`src/rtl/multi_port_ram_arbiter.sv`:
```
// ----------------------------------------------------------------------------
// multi_port_ram_arbiter
//
// Shares one single-port synchronous RAM between NUM_MASTERS requesters.
// One access is granted per cycle, either by fixed priority (MODE 0, master 0
// highest) or by round-robin with a burst limit (MODE 1). The granted access
// is registered onto the RAM port. A tag pipeline follows every read through
// the RAM latency, so the read data can be steered back to the master that
// issued it.
//
// Ports
//   clk          single clock, rising edge
//   rst          asynchronous, active-low reset
//   req          per-master access request
//   WE           per-master write enable (qualified by req)
//   address      flattened addresses, master i at [i*ADDRESS_WIDTH +: ADDRESS_WIDTH]
//   wdata        flattened write data, master i at [i*DATA_WIDTH +: DATA_WIDTH]
//   gnt          one-hot/zero grant, combinational in the request cycle
//   rvalid       one-hot/zero read-data-valid strobe
//   rdata        read data shared by all masters, held between strobes
//   ram_CE       registered RAM chip enable
//   ram_WE       registered RAM write enable
//   ram_address  registered RAM address
//   ram_wdata    registered RAM write data
//   ram_rdata    RAM read data, valid READ_LATENCY cycles after ram_CE
// ----------------------------------------------------------------------------
module multi_port_ram_arbiter #(
   parameter int NUM_MASTERS   = 2,
   parameter int DATA_WIDTH    = 8,
   parameter int ADDRESS_WIDTH = 17,
   parameter int MODE          = 0,
   parameter int MAX_BURST     = 4,
   parameter int READ_LATENCY  = 1
) (
   input  logic                                 clk,
   input  logic                                 rst,
   input  logic [NUM_MASTERS-1:0]               req,
   input  logic [NUM_MASTERS-1:0]               WE,
   input  logic [NUM_MASTERS*ADDRESS_WIDTH-1:0] address,
   input  logic [NUM_MASTERS*DATA_WIDTH-1:0]    wdata,
   output logic [NUM_MASTERS-1:0]               gnt,
   output logic [NUM_MASTERS-1:0]               rvalid,
   output logic [DATA_WIDTH-1:0]                rdata,
   output logic                                 ram_CE,
   output logic                                 ram_WE,
   output logic [ADDRESS_WIDTH-1:0]             ram_address,
   output logic [DATA_WIDTH-1:0]                ram_wdata,
   input  logic [DATA_WIDTH-1:0]                ram_rdata
);

   localparam int IDX_W = (NUM_MASTERS > 1) ? $clog2(NUM_MASTERS) : 1;
   localparam int CNT_W = $clog2(MAX_BURST + 1);

   // Arbitration state (round-robin only; harmless in fixed-priority mode)
   logic [IDX_W-1:0] owner;
   logic [CNT_W-1:0] burst_count;

   // Winner of the current cycle
   logic             win_vld;
   logic [IDX_W-1:0] win_idx;
   logic [IDX_W-1:0] cand;

   // Registered access and read-tag pipeline
   logic [IDX_W-1:0]      reg_idx;
   logic                  tag_vld [READ_LATENCY];
   logic [IDX_W-1:0]      tag_idx [READ_LATENCY];
   logic [DATA_WIDTH-1:0] rdata_q;

   // -------------------------------------------------------------------------
   // Arbitration
   // -------------------------------------------------------------------------
   // NOTE: every signal written in an always_comb gets a default on entry, so
   // no path leaves it unassigned and no latch is inferred.
   always_comb begin
      win_vld = 1'b0;
      win_idx = '0;
      cand    = '0;
      if (MODE == 0) begin
         // Descending scan: the last hit, i.e. the lowest index, wins.
         for (int i = NUM_MASTERS - 1; i >= 0; i--) begin
            if (req[i]) begin
               win_vld = 1'b1;
               win_idx = IDX_W'(i);
            end
         end
      end else if (burst_count != '0 && burst_count < CNT_W'(MAX_BURST) && req[owner]) begin
         // A zero count means the owner did not hold the previous cycle, so a
         // fresh search starts from owner+1 (this is what makes master 0 first
         // after reset).
         win_vld = 1'b1;
         win_idx = owner;
      end else begin
         // Search owner+1 .. owner (wrapping). Scanning from the far end keeps
         // the nearest requester as the final assignment. The owner itself is
         // the last candidate, so a lone owner keeps its grant past MAX_BURST.
         for (int k = NUM_MASTERS; k >= 1; k--) begin
            cand = IDX_W'((int'(owner) + k) % NUM_MASTERS);
            if (req[cand]) begin
               win_vld = 1'b1;
               win_idx = cand;
            end
         end
      end
   end

   // Grant is forced low during reset
   always_comb begin
      gnt = '0;
      if (rst && win_vld) gnt[win_idx] = 1'b1;
   end

   // -------------------------------------------------------------------------
   // Registered RAM access, burst tracking and read-tag pipeline
   // -------------------------------------------------------------------------
   // NOTE: sequential state uses non-blocking assignments so every register
   // samples the pre-edge values, independent of statement order.
   always_ff @(posedge clk or negedge rst) begin
      if (!rst) begin
         ram_CE      <= 1'b0;
         ram_WE      <= 1'b0;
         ram_address <= '0;
         ram_wdata   <= '0;
         reg_idx     <= '0;
         owner       <= IDX_W'(NUM_MASTERS - 1);
         burst_count <= '0;
         rdata_q     <= '0;
         // NOTE: the tag pipeline is reset (it is a few flops, not a RAM) so
         // reads in flight at reset never produce an rvalid afterwards.
         for (int s = 0; s < READ_LATENCY; s++) begin
            tag_vld[s] <= 1'b0;
            tag_idx[s] <= '0;
         end
      end else begin
         ram_CE <= win_vld;
         ram_WE <= win_vld & WE[win_idx];
         if (win_vld) begin
            ram_address <= address[int'(win_idx)*ADDRESS_WIDTH +: ADDRESS_WIDTH];
            ram_wdata   <= wdata[int'(win_idx)*DATA_WIDTH +: DATA_WIDTH];
            reg_idx     <= win_idx;
            owner       <= win_idx;
            if (win_idx == owner) begin
               if (burst_count < CNT_W'(MAX_BURST)) burst_count <= burst_count + CNT_W'(1);
            end else begin
               burst_count <= CNT_W'(1);
            end
         end else begin
            // Idle cycle breaks the burst; owner is kept as the search origin.
            burst_count <= '0;
         end

         // Tag stage 0 follows the registered access; only reads are flagged.
         tag_vld[0] <= ram_CE & ~ram_WE;
         tag_idx[0] <= reg_idx;
         for (int s = 1; s < READ_LATENCY; s++) begin
            tag_vld[s] <= tag_vld[s-1];
            tag_idx[s] <= tag_idx[s-1];
         end

         if (tag_vld[READ_LATENCY-1]) rdata_q <= ram_rdata;
      end
   end

   // The last tag stage lines up with ram_rdata: pass it through in the strobe
   // cycle and hold the captured copy otherwise.
   always_comb begin
      rvalid = '0;
      rdata  = rdata_q;
      if (tag_vld[READ_LATENCY-1]) begin
         rvalid[tag_idx[READ_LATENCY-1]] = 1'b1;
         rdata                           = ram_rdata;
      end
   end

endmodule

```
`config.mk`:
```
export PLATFORM = sky130hd
export DESIGN_NAME = multi_port_ram_arbiter
export DESIGN_NICKNAME = d
export VERILOG_FILES = /design/src/rtl/multi_port_ram_arbiter.sv
export SDC_FILE = /design/constraint.sdc
export NUM_CORES = 1
export LEC_CHECK = 0
export CORE_UTILIZATION = 35
export CTS_CLUSTER_DIAMETER = 30
export CTS_CLUSTER_SIZE = 16
export DETAILED_ROUTE_END_ITERATION = 10
export PLACE_DENSITY_LB_ADDON = 0.15
export SYNTH_ARGS = -nofsm -noshare
export SYNTH_HDL_FRONTEND = slang
export SYNTH_SLANG_ARGS = --single-unit
export TNS_END_PERCENT = 10
```
`constraint.sdc`:
```
create_clock -name clk -period 1.5 [get_ports clk]
set_input_delay 0.45 -clock clk [delete_from_list [all_inputs] [get_ports clk]]
set_output_delay 0.45 -clock clk [all_outputs]
set_load 0.05 [all_outputs]
```
==> results.py <==
metrics = {
    "status": {
        "status": "complete, but fails checks",
        "violations": "setup timing",
    },
    "power": {
        "swShare_pct": 32.1,
        "p_per_area_nw_per_um2": 980,
        "p_switching_uw": 1030,
        "total_power_uw": 3200,
        "seqPwrFrac_pct": 37.9,
        "p_comb_share_pct": 39.6,
        "ir_drop_v": 0.000478,
        "static-leakage-power_uw": 0.00150,
        "power_frac_clock_pct": 22.5,
        "p_int_uw": 2170,
    },
    "critical_path": {
        "worst_setup_path_start_kind": "flop",
        "critPathLaunch": "tag_vld",
        "path_max_fanout": 8,
        "crit_path_top_delay_cell": "dfrtp_1",
        "slowest_delay_ns": 0.41,
        "endpoint_kind": "primary output",
        "r2r-start": "tag_vld",
        "cp.required_ns": 1.05,
        "crit_top_cell": "buf_12",
        "critPathKind": "flop to primary output",
        "cp_cell_sequence": "buf_12 > mux2_4 > buf_12",
        "crit_arrival_ns": 1.32,
    },
    "floorplan": {
        "die_w_um": 70.4,
        "core_area_um2": 4410,
        "ios": 103,
        "start_util_pct": 37.1,
        "die_area_um2": 4960,
        "fp.dieH_um": 70.4,
        "rows": 24,
    },
    "placement": {
        "place_area_um2": 3110,
        "dp.final_hpwl_mm": 3.30,
        "numPortBuffers": 102,
        "gp_congestion": 0.708,
    },
    "route": {
        "drt_first_pass_iters": 4,
        "totalWireLength_mm": 4.13,
        "wl_per_cell_um": 13.5,
        "vias_per_cell": 4.59,
        "drc": 0,
        "drtIter0Drc": 15,
        "num_vias": 1399,
        "ant_nets": 0,
    },
    "logic_synthesis": {
        "synth_compound_area_share_pct": 7.94,
        "muxShareOfSynthArea_pct": 20.8,
        "synth-seq-area-share_pct": 58.1,
        "netlist_area_um2": 1640,
        "yosys_warnings": 0,
        "synthCells": 142,
        "syn_nets": 206,
        "ys_ff_latch": 38,
        "syn_avg_cell_area_um2": 11.5,
        "synthAdderAreaFrac_pct": 0,
        "synthSimpleGateAreaFrac_pct": 9.09,
        "synthXorXnorAreaFrac_pct": 0,
        "synth_cell_types": 15,
        "synth_top_family_by_area": "multiplexers",
    },
    "clocking": {
        "path_clk_slew_ns": 0.07,
        "root_buffer": "clkbuf_8",
        "cts_buffers": 5,
        "max-clock-path-buffers": 2,
        "worstSkewPairLatency_ns": 0.28,
        "htreeDepth": 2,
        "cts_tree": "done",
        "cts_num_sinks": 38,
    },
    "run": {
        "drv_cap": 0,
    },
    "timing": {
        "hold_viol": 0,
        "fin_skew_ns": 0.00328,
        "layout_min_cycle_time_ns": 1.77,
        "rsz0062_at_grt": "true",
        "relSlewSlack_pct": 78.4,
        "holdWs_ns": 0.120,
        "max_freq_ghz": 0.565,
        "setup-violations-final": 10,
        "slew_viol_final": 0,
        "period_share_pct": 118,
        "worst_pin_slew_ns": 0.323,
        "fin_ws_ns": -0.269,
    },
    "finish": {
        "seq_area_um2": 951,
        "antennaDiodeCount": 0,
        "drive_gt1_share_pct": 28.1,
        "multiInputGateArea_um2": 659,
        "nets": 316,
        "final_area_um2": 3260,
        "area_delta_synth_final_pct": 99.2,
        "fillers": 305,
    },
    "grt": {
        "antenna_found_initial": 0,
        "grt_pass1_wl_mm": 6.86,
        "grt_usage_pct": 17.8,
        "grt_max_degree": 37,
        "overflow": 0,
        "grt_pass1_vias": 1459,
    },
    "min_path": {
        "hp-class": "primary input to asynchronous set/reset pin",
    },
}
## cell usage in the layout (no fill, tap or decap)
master,instances
and2_1,1
and2_4,1
and3b_1,1
buf_12,40
buf_2,3
buf_4,10
clkbuf_8,6
clkdlybuf4s50_1,60
clkinv_2,1
clkinvlp_4,1
dfrtp_1,38
mux2_4,8
mux2i_1,25
nand2_1,27
nor2_1,2
nor2b_1,1
nor2b_4,1
o21ai_1,26
or2_1,1
## per-stage QoR
step                setup slack, ns  std cells  TNS, ns  utilization, %
floorplan                    -0.169        142   -0.314               -
global placement             -0.244        294    -1.94            70.4
detailed placement           -0.287        294    -2.08            70.4
CTS                          -0.286        305    -2.39            73.9
global route                 -0.312        305    -2.62            73.9
finish                       -0.269        305    -2.21            73.9
## Yosys cell counts
cell type  count  share of area [%]
dfrtp_1       38                 58
nand2_1       27                6.2
o21ai_1       26                7.9
mux2i_1       25                 15
mux2_2         8                5.5
buf_2          6                1.8
and2_1         2               0.76
nor2_1         2               0.46
nor2b_1        2               0.76
and3b_1        1               0.53
buf_4          1               0.46
buf_6          1               0.69
buf_8          1               0.92
clkbuf_1       1               0.23
or2_1          1               0.38
## layer usage
metal | track usage, % | wire (um) | vias up
met3 | 6.49 | 376 | 5
met1 | 21.8 | 1790 | 631
met4 | 6.00 | 44 | 0
li1 | - | - | 700
met2 | 28.9 | 1920 | 63
met5 | 0 | 0 | -
## power groups by stage
| stage | logic [uW] | registers, uW | clock network [uW] |
|---|---|---|---|
| floorplan | 328 | 1420 | 0 |
| global placement | 1220 | 1230 | 0 |
| detailed placement | 1240 | 1230 | 0 |
| CTS | 1280 | 1210 | 750 |
| global route | 1330 | 1220 | 789 |
| finish | 1270 | 1210 | 718 |
## state kept, by name (all words and copies together), names as in the netlist
signal and cells:
ram_CE 1, rdata_q 8, tag_idx 1, ram_wdata 8, ram_address 17, ram_WE 1, tag_vld 1, reg_idx 1
## repair_timing
action	in CTS	in global routing
resized for setup	10	0
buffers inserted	3	0
hold buffers	0	0
setup endpoints to repair	9	10
## area by class of cell
| class | count | area share, % |
|---|---|---|
| clock inverter | 2 | 0.384 |
| timing repair buffer | 113 | 45.7 |
| tap | 52 | 1.99 |
| multi-input combinational | 94 | 20.2 |
| clock buffer | 6 | 2.53 |
| sequential | 38 | 29.2 |
## critical path: cells and delay by family (launching register included)
family	cells	cell delay (ns)
flops	1	0.41
mux	1	0.32
buf+inv	2	0.31
## kinds of logic (layout without fill, tap and decap cells)
kind of cell	Yosys count	count (layout)
DFF	38	38
buffers and inverters	10	121
muxes	33	33
and+or+nand+nor	35	35
AOI/OAI and AO/OA	26	26
## final timing paths
path | end | slack (ns) | depth (start not counted)
max in group asynchronous | ram_address[2] | 1.03 | 2
min in group clk | tag_idx | 0.38 | 0
worst min-delay path | ram_address[4] | 0.12 | 2
worst max-delay path | rdata[0] | -0.27 | 3
worst min register to register | tag_idx | 0.38 | 0
worst max register to register | rdata_q[6] | 0.38 | 3
Power figures use the tool's default switching activity.
==> edit: new RTL, same settings <==
Change the parameter `READ_LATENCY` from 1 to 2.
--- a/src/rtl/multi_port_ram_arbiter.sv
+++ b/src/rtl/multi_port_ram_arbiter.sv
@@ -31,5 +31,5 @@
    parameter int MODE          = 0,
    parameter int MAX_BURST     = 4,
-   parameter int READ_LATENCY  = 1
+   parameter int READ_LATENCY  = 2
 ) (
    input  logic                                 clk,
Behaviour: not the same (Yosys sat finds a counterexample within 4 cycles, from zero or initial values and one cycle with rst low).
==> edit against the original RTL <==
  * The flow still finishes with violations (setup timing)
  * Wire length up 5.0%
  * Die area rose by 3.0%
  * Design area is 1.4% higher
  * Synthesized area increased by 3.1%
  * Setup slack better by 0.019 ns
  * Total power grew 3.1%
  * Sequential cell count rose by 2
  * Core utilization shrank 0.45 points
  * Critical path type unchanged
  * Critical endpoint is now rdata[1]
  * Largest power group is now sequential cells
==> edit: results (changes against the original RTL) <==
** Run status
- The run finished, with violations left.
- Violated checks :: setup timing

** Synth
- Synthesized net count :: 208 (+0.97%)
- Cell types with the largest area share after synthesis :: sky130_fd_sc_hd__dfrtp_1 59%, sky130_fd_sc_hd__mux2i_1 15%, sky130_fd_sc_hd__o21ai_1 7.7%, sky130_fd_sc_hd__nand2_1 6.0%, sky130_fd_sc_hd__mux2_2 5.3%
- The sequential cell area fraction in the yosys report came to 59.3% (+1.2 points).
- Average cell area after synthesis :: 11.7 sq um (+1.6%)

** Placement
- Setup WS pre-CTS :: -0.259 ns (+0.0281 ns)
- HPWL after detailed placement :: 3.28 mm (-0.52%)
- The cell count after placement is 297 (+1.0%).
- The weighted congestion at the end of routability-driven global placement is 0.697 (-1.7%).
- The standard cell area after detailed placement came to 3150 sq um (+1.4%).

** Cells and area
- The final non-filler cell total came to 306 (+0.33%).
- Number of nets in the layout :: 318 (+0.63%)
- The proportion of layout cells with a drive suffix above 1 came to 27.6% (-0.50 points).
- Number of fillers in the final layout :: 315 (+3.3%)

** Timing
- Worst-case hold slack :: 0.0954 ns (-0.0242 ns)
- The smallest setup slack after layout came to -0.250 ns (+0.0187 ns).
- Final setup skew :: 0.00508 ns (+0.00180 ns)
- Relative slew margins :: 77.5% (-0.90 points)
- The count of endpoints failing setup in the final report came to 10 (unchanged).
- The setup TNS after final layout was -2.07 ns (+0.147 ns).

** Critical path
- The worst reg2reg path depth came to 3 (unchanged).
- The largest fanout on the critical path is 5 (-3).
- The worst register-to-register path begins at tag_vld[0]$_DFF_PN0_.
- Critical Path Sink :: rdata[1]
- Arrival time at the worst endpoint :: 1.30 ns (-0.02 ns)
- Worst R2R Setup Slack :: 0.40 ns (+0.02 ns)

** Power and ir drop
- Clk pwr share :: 23.0% (+0.5 points)
- Power density relative to cell area :: 996 nW/um^2 (+1.6%)
- Worst IR Drop VDD :: 0.000697 V (+46%)
- The power in sequential cells is 1.27 mW (+5%).
- Psw :: 1.03 mW (+0.30%)
- Leak :: 1.53 nW (+1.7%)

** Clock network
- Clock-pin slew was measured on the worst setup and hold paths at about 0.08 ns.
- Skew-Pair Late Insertion Delay :: 0.28 ns (about the same)
- Number of H-tree levels :: 2 (unchanged)

** Global route
- Maximum number of pins on one net before global-route repair :: 35 (-5.4%)
- The first-pass GRT wire length came to 7.00 mm (+2.1%).
- The via count of the first global-routing pass is 1,475 (+1.1%).

** Routing
- The initial detailed-routing violation count is 45 (+30).
- The number of vias per cell after detailed routing is 4.73 (+3.1%).
- The average wire per standard cell is 14.2 um (+4.6%).
==> edit: cell type report <==
type,instances,area [sq um],share of cell area (%)
well taps,52,65.1,1.97
multi-input cells,94,659,19.9
clock buffers,7,96.3,2.91
repair buffers,113,1490,44.9
flip-flops and latches,40,1000,30.3
==> edit: repair_timing <==
action,4_1_cts,5_1_grt
pin swaps,0,0
resized for setup,12,0
hold buffers,0,0
buffers inserted,1,1
setup endpoints to repair,10,10
==> edit: cells by family (layout without fill, tap and decap cells) <==
family                 after synthesis  count (layout)  share of synthesized area [%]
flip-flops                          40              40                           59.3
buffers and inverters               10             120                           4.00
AO/OA/AOI/OAI                       26              26                           7.71
multiplexers                        33              33                           20.2
AND/OR/NAND/NOR                     35              35                           8.82
==> edit: per-layer routing <==
metal	track usage (%)	wire length [um]
met5	0	0
met4	4.67	33
met3	5.91	346
met2	30.3	2140
met1	21.8	1810
